===== src/rtl/dmem_pkg.sv =====
// dmem_pkg: shared funct3 width codes, FSM state and port-owner types for the data-memory arbiter
package dmem_pkg;
  localparam logic [2:0] F3_B  = 3'b000;
  localparam logic [2:0] F3_H  = 3'b001;
  localparam logic [2:0] F3_W  = 3'b010;
  localparam logic [2:0] F3_BU = 3'b100;
  localparam logic [2:0] F3_HU = 3'b101;
  typedef enum logic {IDLE, ACCESS} state_t;
  typedef enum logic {OWN_C, OWN_L} owner_t;
endpackage


===== src/rtl/dmem_port_arbiter_if.sv =====
// dmem_port_arbiter_if: core (c_*) and loader (l_*) request/response ports plus the single memory port (mem_*); slave = arbiter side
interface dmem_port_arbiter_if #(parameter int AW = 10, parameter int DW = 32);
  logic          c_req, c_we, c_ack, c_err;
  logic [2:0]    c_funct3;
  logic [AW-1:0] c_addr;
  logic [DW-1:0] c_wdata, c_rdata;
  logic          l_req, l_we, l_ack, l_err, l_lock;
  logic [2:0]    l_funct3;
  logic [AW-1:0] l_addr;
  logic [DW-1:0] l_wdata, l_rdata;
  logic          mem_we;
  logic [2:0]    mem_funct3;
  logic [AW-1:0] mem_addr;
  logic [DW-1:0] mem_wdata, mem_rdata;
  modport slave (
    input  c_req, c_we, c_funct3, c_addr, c_wdata,
    input  l_req, l_we, l_funct3, l_addr, l_wdata, l_lock,
    input  mem_rdata,
    output c_ack, c_err, c_rdata, l_ack, l_err, l_rdata,
    output mem_we, mem_funct3, mem_addr, mem_wdata
  );
  modport master (
    output c_req, c_we, c_funct3, c_addr, c_wdata,
    output l_req, l_we, l_funct3, l_addr, l_wdata, l_lock,
    output mem_rdata,
    input  c_ack, c_err, c_rdata, l_ack, l_err, l_rdata,
    input  mem_we, mem_funct3, mem_addr, mem_wdata
  );
endinterface


===== src/rtl/dmem_access_check.sv =====
// dmem_access_check: combinational legality of (we, funct3, addr): valid width code, natural alignment, no run past the top byte
module dmem_access_check
  import dmem_pkg::*;
#(parameter int AW = 10)
(
  input  logic          we,
  input  logic [2:0]    funct3,
  input  logic [AW-1:0] addr,
  output logic          legal
);
  logic [AW:0] last;
  logic        code_ok;
  always_comb begin
    code_ok = funct3 inside {F3_B, F3_H, F3_W} || (!we && funct3 inside {F3_BU, F3_HU});
    last    = {1'b0, addr} + (AW+1)'(funct3[1] ? 3 : funct3[0] ? 1 : 0);
    legal   = code_ok && !(funct3[0] && addr[0]) && !(funct3[1] && addr[1:0] != 2'b00) && !last[AW];
  end
endmodule


===== src/rtl/dmem_port_arbiter.sv =====
// dmem_port_arbiter: shares one data-memory port between core and loader via bus (c_*, l_*, mem_*); clk rising edge, rst async active-high
module dmem_port_arbiter
  import dmem_pkg::*;
#(
  parameter int AW       = 10,
  parameter int DW       = 32,
  parameter int MAX_LOCK = 8
)
(
  input logic           clk,
  input logic           rst,
  dmem_port_arbiter_if.slave bus
);
  localparam int LW = $clog2(MAX_LOCK + 1);
  state_t        state, state_n;
  owner_t        rr_ptr, cmd_owner, win;
  logic          grant, keep_l, sel_l, acc;
  logic          chk_we, chk_legal;
  logic [2:0]    chk_funct3;
  logic [AW-1:0] chk_addr;
  logic [DW-1:0] chk_wdata;
  logic          cmd_we, cmd_legal;
  logic [2:0]    cmd_funct3;
  logic [AW-1:0] cmd_addr;
  logic [DW-1:0] cmd_wdata, rd;
  logic [LW-1:0] lock_cnt;
  always_comb begin
    keep_l     = cmd_owner == OWN_L && bus.l_lock && lock_cnt < LW'(MAX_LOCK);
    win        = bus.c_req && bus.l_req ? (keep_l ? OWN_L : rr_ptr) : (bus.l_req ? OWN_L : OWN_C);
    sel_l      = win == OWN_L;
    chk_we     = sel_l ? bus.l_we : bus.c_we;
    chk_funct3 = sel_l ? bus.l_funct3 : bus.c_funct3;
    chk_addr   = sel_l ? bus.l_addr : bus.c_addr;
    chk_wdata  = sel_l ? bus.l_wdata : bus.c_wdata;
  end
  dmem_access_check #(.AW(AW)) u_check (
    .we    (chk_we),
    .funct3(chk_funct3),
    .addr  (chk_addr),
    .legal (chk_legal)
  );
  always_ff @(posedge clk or posedge rst)
    if (rst) state <= IDLE;
    else     state <= state_n;
  always_comb begin
    grant          = state == IDLE && (bus.c_req || bus.l_req);
    state_n        = grant ? ACCESS : IDLE;
    acc            = state == ACCESS;
    bus.mem_we     = acc && cmd_we && cmd_legal;
    bus.mem_funct3 = acc ? cmd_funct3 : '0;
    bus.mem_addr   = acc ? cmd_addr : '0;
    bus.mem_wdata  = acc ? cmd_wdata : '0;
    rd             = !cmd_we && cmd_legal ? bus.mem_rdata : '0;
  end
  always_ff @(posedge clk or posedge rst)
    if (rst) begin
      rr_ptr     <= OWN_C;
      cmd_owner  <= OWN_C;
      cmd_we     <= 1'b0;
      cmd_legal  <= 1'b0;
      cmd_funct3 <= '0;
      cmd_addr   <= '0;
      cmd_wdata  <= '0;
      lock_cnt   <= '0;
    end else begin
      if (grant) begin
        cmd_owner  <= win;
        rr_ptr     <= win == OWN_C ? OWN_L : OWN_C;
        cmd_we     <= chk_we;
        cmd_legal  <= chk_legal;
        cmd_funct3 <= chk_funct3;
        cmd_addr   <= chk_addr;
        cmd_wdata  <= chk_wdata;
      end
      lock_cnt <= !bus.l_lock || (grant && win == OWN_C) ? '0 :
                  grant && bus.c_req ? lock_cnt + 1'b1 : lock_cnt;
    end
  always_ff @(posedge clk or posedge rst)
    if (rst) begin
      bus.c_ack   <= 1'b0;
      bus.c_err   <= 1'b0;
      bus.c_rdata <= '0;
      bus.l_ack   <= 1'b0;
      bus.l_err   <= 1'b0;
      bus.l_rdata <= '0;
    end else begin
      bus.c_ack <= acc && cmd_owner == OWN_C;
      bus.c_err <= acc && cmd_owner == OWN_C && !cmd_legal;
      bus.l_ack <= acc && cmd_owner == OWN_L;
      bus.l_err <= acc && cmd_owner == OWN_L && !cmd_legal;
      if (acc && cmd_owner == OWN_C) bus.c_rdata <= rd;
      if (acc && cmd_owner == OWN_L) bus.l_rdata <= rd;
    end
endmodule


===== src/flat_wrapper.sv =====
// flat-port wrapper written by rule: the top's interface ports become plain ports
module dmem_port_arbiter_flat import dmem_pkg::*;
#(
  parameter int AW       = 10,
  parameter int DW       = 32,
  parameter int MAX_LOCK = 8
)
  (clk, rst, bus_c_req, bus_c_we, bus_c_funct3, bus_c_addr, bus_c_wdata, bus_l_req, bus_l_we, bus_l_funct3, bus_l_addr, bus_l_wdata, bus_l_lock, bus_mem_rdata, bus_c_ack, bus_c_err, bus_c_rdata, bus_l_ack, bus_l_err, bus_l_rdata, bus_mem_we, bus_mem_funct3, bus_mem_addr, bus_mem_wdata);
  dmem_port_arbiter_if #(.AW(AW), .DW(DW)) bus_i ();
  input logic clk;
  input logic rst;
  input wire logic [$bits(bus_i.c_req)-1:0] bus_c_req;
  input wire logic [$bits(bus_i.c_we)-1:0] bus_c_we;
  input wire logic [$bits(bus_i.c_funct3)-1:0] bus_c_funct3;
  input wire logic [$bits(bus_i.c_addr)-1:0] bus_c_addr;
  input wire logic [$bits(bus_i.c_wdata)-1:0] bus_c_wdata;
  input wire logic [$bits(bus_i.l_req)-1:0] bus_l_req;
  input wire logic [$bits(bus_i.l_we)-1:0] bus_l_we;
  input wire logic [$bits(bus_i.l_funct3)-1:0] bus_l_funct3;
  input wire logic [$bits(bus_i.l_addr)-1:0] bus_l_addr;
  input wire logic [$bits(bus_i.l_wdata)-1:0] bus_l_wdata;
  input wire logic [$bits(bus_i.l_lock)-1:0] bus_l_lock;
  input wire logic [$bits(bus_i.mem_rdata)-1:0] bus_mem_rdata;
  output wire logic [$bits(bus_i.c_ack)-1:0] bus_c_ack;
  output wire logic [$bits(bus_i.c_err)-1:0] bus_c_err;
  output wire logic [$bits(bus_i.c_rdata)-1:0] bus_c_rdata;
  output wire logic [$bits(bus_i.l_ack)-1:0] bus_l_ack;
  output wire logic [$bits(bus_i.l_err)-1:0] bus_l_err;
  output wire logic [$bits(bus_i.l_rdata)-1:0] bus_l_rdata;
  output wire logic [$bits(bus_i.mem_we)-1:0] bus_mem_we;
  output wire logic [$bits(bus_i.mem_funct3)-1:0] bus_mem_funct3;
  output wire logic [$bits(bus_i.mem_addr)-1:0] bus_mem_addr;
  output wire logic [$bits(bus_i.mem_wdata)-1:0] bus_mem_wdata;
  assign bus_i.c_req = bus_c_req;
  assign bus_i.c_we = bus_c_we;
  assign bus_i.c_funct3 = bus_c_funct3;
  assign bus_i.c_addr = bus_c_addr;
  assign bus_i.c_wdata = bus_c_wdata;
  assign bus_i.l_req = bus_l_req;
  assign bus_i.l_we = bus_l_we;
  assign bus_i.l_funct3 = bus_l_funct3;
  assign bus_i.l_addr = bus_l_addr;
  assign bus_i.l_wdata = bus_l_wdata;
  assign bus_i.l_lock = bus_l_lock;
  assign bus_i.mem_rdata = bus_mem_rdata;
  assign bus_c_ack = bus_i.c_ack;
  assign bus_c_err = bus_i.c_err;
  assign bus_c_rdata = bus_i.c_rdata;
  assign bus_l_ack = bus_i.l_ack;
  assign bus_l_err = bus_i.l_err;
  assign bus_l_rdata = bus_i.l_rdata;
  assign bus_mem_we = bus_i.mem_we;
  assign bus_mem_funct3 = bus_i.mem_funct3;
  assign bus_mem_addr = bus_i.mem_addr;
  assign bus_mem_wdata = bus_i.mem_wdata;
  dmem_port_arbiter #(.AW(AW), .DW(DW), .MAX_LOCK(MAX_LOCK)) u_core (.clk(clk), .rst(rst), .bus(bus_i));
endmodule

===== config.mk =====
export PLATFORM = sky130hd
export DESIGN_NAME = dmem_port_arbiter_flat
export DESIGN_NICKNAME = d
export VERILOG_FILES = /design/src/rtl/dmem_pkg.sv /design/src/rtl/dmem_port_arbiter_if.sv /design/src/rtl/dmem_access_check.sv /design/src/rtl/dmem_port_arbiter.sv /design/src/flat_wrapper.sv
export SDC_FILE = /design/constraint.sdc
export NUM_CORES = 1
export LEC_CHECK = 0
export ABC_CLOCK_PERIOD_IN_PS = 11300
export BUFFER_PORTS_ARGS = -buffer_cell sky130_fd_sc_hd__clkbuf_2
export CAP_MARGIN = 40
export CORE_MARGIN = 1
export CORE_UTILIZATION = 45
export CTS_CLUSTER_DIAMETER = 60
export CTS_CLUSTER_SIZE = 25
export DETAILED_ROUTE_END_ITERATION = 8
export GPL_ROUTABILITY_DRIVEN = 0
export PLACE_DENSITY = 0.86
export SLEW_MARGIN = 15
export SYNTH_ARGS = -nofsm -noshare
export SYNTH_HDL_FRONTEND = slang
export SYNTH_SLANG_ARGS = --single-unit

===== constraint.sdc =====
create_clock -name clk -period 11.3 [get_ports clk]
set_clock_uncertainty 0.05 [all_clocks]
set_input_delay 1.13 -clock clk [delete_from_list [all_inputs] [get_ports clk]]
set_output_delay 1.13 -clock clk [all_outputs]
set_load 0.05 [all_outputs]

# After elaboration in Yosys (flattened, before gate mapping)
# Cells that the tools add are included.
[totals]
ff_bits = 122
latchBits = 0
ram_bits = 0
romBits = 0
input_bits = 129
out_inout_bits = 114
wordCells = 76
mem_count = 0
[classes]
n_addsub = 2
n_mul = 0
div_mod_pow = 0
order_cmp = 1
eq_ne = 4
shift = 0
muxes = 17
bitwise_logic = 3
n_reduce_logical = 34
[ops]
columns = ["cell", "count"]
rows = [
  ["2-to-1 mux 32 bit", 3],
  ["2-to-1 mux 10 bit", 2],
  ["logical AND 1 bit", 19],
  ["adder 10 x 2 -> 11 bit", 1],
  ["2-to-1 mux 4 bit", 2],
  ["zero test 1 bit", 7],
  ["2-to-1 mux 1 bit", 7],
  ["equality test 3 bit (second input constant)", 2],
  ["2-to-1 mux 3 bit", 2],
  ["nonzero test 2 bit", 3],
  ["adder 4 x 1 -> 4 bit (second input constant)", 1],
  ["less-than comparator 4 bit (second input constant)", 1],
  ["equality test 3 x 1 -> 1 bit (second input constant)", 1],
  ["equality test 3 x 2 -> 1 bit (second input constant)", 1],
  ["zero test 3 bit", 1],
  ["logical OR 1 bit", 3],
  ["inverter 1 bit", 3],
  ["nonzero test 3 bit", 1],
  ["2-to-1 mux 2 bit", 1],
]

# Depth between registers and ports, before layout
[depth]
word_depth = 12
mapped_depth = 9
mapped_depth_nobuf = 8

# Cells and area by module
# A second synthesis with hierarchy kept.
[unflattened]
cells_unflattened = 554
hier_area_um2 = 5631.7
[by_module_without_submodules]
columns = ["module", "n_inst", "cells_each", "area_each_um2", "seq_area_each_um2"]
rows = [
  ["dmem_port_arbiter", 1, 546, 5569.1, 3052.9],
  ["dmem_access_check", 1, 8, 62.6, 0.0],
]

# Worst setup path before layout
# No wires, ideal clock.
[synth_timing]
path_kind = "input to register"
start = "input port bus_l_lock"
end = "register u_core.cmd_legal"
setup_time_ns = 0.074
arrival_time_ns = 2.741
required_ns = 11.176
slack_ns = 8.435
cell_stages = 8
path_buffers = 1
cell_sequence = "and3b_1 -> o21ai_2 -> buf_6 -> mux2_2 -> ha_1 -> o2111a_1 -> o311a_1 -> o21ai_2"
[synth_via]
word_cells_on_any_way = 29
cone_classes = "add/sub: 1; eq/ne: 4; mux: 7; reduce/logical: 17"
[synth_rtl]
columns = ["item", "line", "text"]
rows = [
  ["from (decl)", "flat_wrapper.sv:22", "input wire logic [$bits(bus_i.l_lock)-1:0] bus_l_lock;"],
  ["logical AND 1 bit * (2 in series)", "dmem_port_arbiter.sv:28", "keep_l = cmd_owner == OWN_L && bus.l_lock && lock_cnt < LW'(MAX_LOCK);"],
  ["2-to-1 mux 1 bit * (2 in series)", "dmem_port_arbiter.sv:29", "win = bus.c_req && bus.l_req ? (keep_l ? OWN_L : rr_ptr) : (bus.l_req ? OWN_L : OWN_C);"],
  ["2-to-1 mux 10 bit *", "dmem_port_arbiter.sv:33", "chk_addr = sel_l ? bus.l_addr : bus.c_addr;"],
  ["named net u_core.chk_addr[1]", "dmem_port_arbiter.sv:20", "logic [AW-1:0] chk_addr;"],
  ["parallel branches: the longest is 4 deep, another holds adder 10 x 2 -> 11 bit", "n/a", ""],
  ["logical AND 1 bit *", "dmem_access_check.sv:16", "legal = code_ok && !(funct3[0] && addr[0]) && !(funct3[1] && addr[1:0] != 2'b00) && !last[AW];"],
  ["to (signal assigned)", "dmem_port_arbiter.sv:70", "cmd_legal <= chk_legal;"],
  ["to (decl)", "dmem_port_arbiter.sv:22", "logic cmd_we, cmd_legal;"],
]
# Mark *: on every way through the listed nets, which the timed path passes.
# A chain may end at the register's enable or synchronous reset.

# Worst setup path after layout
# Ends and elaborated chain as after synthesis.

==> results.txt <==
Status = finished, violations left
Failing checks = design-rule violations
Final Hold Fails = 0
Full die area = 12500 um^2
Crit end category = register
Final setup viols = 0
YS warnings = 0
WS Path Type = in2reg
Layout cells sized above 1 = 36.1%
DP HPWL = 9520 um
Final Cell Area = 7400 um^2
Critical Path RT = 11.59 ns
Synthesized Nets = 692
Via density = 4.96
Core area = 11600 um^2
# Post-CTS Setup Buffers = 0
Minimum clock period = 3.22 ns
Cell Pwr Density = 237 nW/um^2
Post-CTS Hold Buffers = 0
Final worst setup slack = 8.08 ns
CP Cell Sequence = clkbuf_2 > and3b_1 > o21ai_4 > buf_4 > mux2_2 > ha_1 > o2111a_1 > o311a_1 > o21ai_2
Die Ht = 112 um
Least-Margin Pin Slew = 0.799 ns
Placed cell areas = 6700 um^2
Crit path DAT = 3.51 ns
H-tree depth = 4
Root buffer cell = clkbuf_16
Clock Pin Slew Worst Setup and Hold Paths = 0.05 ns
Fill cells = 954
Die Wd = 112 um
Cell family with most CP delay = buffers and inverters
Initial Util = 46.9%
Number of global-route vias before repair = 4471
CTS max path bufs = 2
Mapped Cells = 561
Maximum vdd ir drop = 0.0000876 V
Final TNS setup = 0 ns
First-pass GRT wire length = 21400 um
Clock Latency Late Sink = 0.41 ns
Commonest cells after routing, fill and taps aside = clkbuf_2 (242), nand2_1 (151), dfrtp_1 (122), o21ai_0 (110)
Total global-route track usage = 22.2%
Design Power = 1750 uW
Worst-path fanout max = 55
ANT cells = 0
Flops & latches, synth = 122
Startpoint Class = input port
Mean area per synthesized cell = 9.66 um^2
Most common cell after layout, fill and taps aside = clkbuf_2
Critical path buffers and inverters = 2
Pleak = 0.00394 uW
Max-slew headroom = 46.7%
Finished Core Util = 64.0%
Yosys cell types = 29
Post-DRT Antenna Nets = 0
# clock sinks = 122
Rows = 39
Worst min path class = reg2reg
Highest Clock Rate = 0.311 GHz
DRT Pass-1 Iters = 7
DR iter-0 viols = 364
CTS tree = yes
Pre-CTS WS = 7.67 ns
WL final = 13100 um
IO Count = 243
Largest net degree at the start of global routing = 97
Period utilization = 28.5%
Max cap viols = 0
Sequential area share after synthesis = 56.3%
RSZ-0062 raised after global routing = false
Port Buf Inserts = 242
Global route total overflow = 0
Via count = 4692
Area of the multi-input gates = 2160 um^2
Wirelength per Cell = 13.8 um
Total CTS buffers = 17
Mapped Area = 5420 um^2
Antenna violations before repair = 0
Slowest-stage cell, CP = buf_4
DRC = 22
Synth-to-layout area growth = 36.6%
FF/Latch Area = 3050 um^2
# resized after CTS = 0
Layout net count = 921
Final Max Slew Viols = 0
Max stage delay on crit path = 0.61 ns
## final cells by class
cell class	count	share of cell area, %
Clock buffer	20	6.17
Clock inverter	12	2.96
Inverter	4	0.237
Multi-Input combinational cell	395	29.2
Sequential cell	122	41.2
Tap cell	143	2.42
Timing Repair Buffer	250	17.8
## worst reg2reg max path, delay by kind of cell (launching register included)
kind,cells,cell delay [ns]
compound gates,4,0.68
fa+ha+maj,1,0.31
buf+inv,1,0.61
flops,1,0.42
mux,1,0.50
simple gates,1,0.23
## cell families (layout without fill, tap and decap cells)
group                      after synthesis  in the layout  share of synthesized area, %
xor gates and xnor gates                 3              3                         0.485
and+or+nand+nor                        224            224                          18.3
AOI/OAI and AO/OA                      119            119                          11.6
DFF                                    122            122                          56.3
buffers and inverters                   44            286                          4.08
muxes                                   47             47                          8.72
adders and majority gates                2              2                         0.462
## layer usage
metal	track usage [%]	wire [um]	vias to the layer above
met4	8.74	213	0
met3	7.02	1120	19
met1	26.6	5340	2128
met2	37.1	6420	218
met5	0	0	-
li1	-	-	2327
## worst paths after layout
kind | startpoint | to | slack (ns) | depth (start not counted)
max in group asynchronous | rst | u_core.bus.l_rdata[10]$_DFFE_PP0P_ | 9.52 | 4
min reg2reg | u_core.cmd_wdata[2]$_DFFE_PP0P_ | u_core.cmd_wdata[2]$_DFFE_PP0P_ | 0.42 | 2
max reg2reg | u_core.cmd_owner$_DFFE_PP0P_ | u_core.cmd_legal$_DFFE_PP0P_ | 8.43 | 8
max | bus_l_lock | u_core.cmd_legal$_DFFE_PP0P_ | 8.08 | 9
min | u_core.cmd_wdata[2]$_DFFE_PP0P_ | u_core.cmd_wdata[2]$_DFFE_PP0P_ | 0.42 | 2
min in group asynchronous | rst | u_core.cmd_wdata[31]$_DFFE_PP0P_ | 0.75 | 2
## cells in the mapped netlist
| master | n | share of area [%] |
|---|---|---|
| nor4_1 | 2 | 0.23 |
| and3_1 | 1 | 0.12 |
| inv_1 | 4 | 0.28 |
| o2111a_1 | 1 | 0.21 |
| o211ai_1 | 1 | 0.14 |
| or2_1 | 1 | 0.12 |
| xnor2_1 | 1 | 0.16 |
| buf_6 | 6 | 1.2 |
| nor2_1 | 12 | 0.83 |
| a221oi_1 | 2 | 0.32 |
| nor2b_1 | 2 | 0.23 |
| a211o_1 | 1 | 0.16 |
| and2_1 | 45 | 5.2 |
| mux2i_1 | 45 | 8.3 |
| ha_1 | 2 | 0.46 |
| xor2_1 | 2 | 0.32 |
| clkbuf_1 | 25 | 1.7 |
| o21bai_1 | 1 | 0.14 |
| dfrtp_1 | 122 | 56 |
| nand2b_1 | 2 | 0.23 |
| o21ai_2 | 2 | 0.32 |
| nand2_1 | 152 | 11 |
| nor3_1 | 1 | 0.092 |
| mux2_2 | 2 | 0.42 |
| buf_2 | 9 | 0.83 |
| and3b_1 | 1 | 0.16 |
| o21ai_0 | 110 | 10 |
| o311a_1 | 1 | 0.18 |
| nand4_1 | 5 | 0.58 |
## where the power goes
group / internal [uW] / switching, uW
clock: 424 / 188
combinational: 134 / 431
sequential: 529 / 48.4
## registers in the layout, summed over array words and instances, names as in the netlist
name                count
u_core.cmd_addr        10
u_core.bus.c_ack        1
u_core.bus.l_rdata     32
u_core.cmd_wdata       32
u_core.cmd_legal        1
u_core.rr_ptr           1
u_core.acc              1
u_core.lock_cnt         4
u_core.cmd_we           1
u_core.bus.l_err        1
u_core.cmd_funct3       3
u_core.cmd_owner        1
u_core.bus.c_err        1
u_core.bus.c_rdata     32
u_core.bus.l_ack        1
## stage by stage
stage	hold WS (ns)	cells
after floorplan	0.387	561
after global placement	0.404	911
after detailed placement	0.412	913
after CTS	0.424	945
after global routing	0.443	946
final	0.418	946
Note: power is estimated with default switching activity, not from simulation.
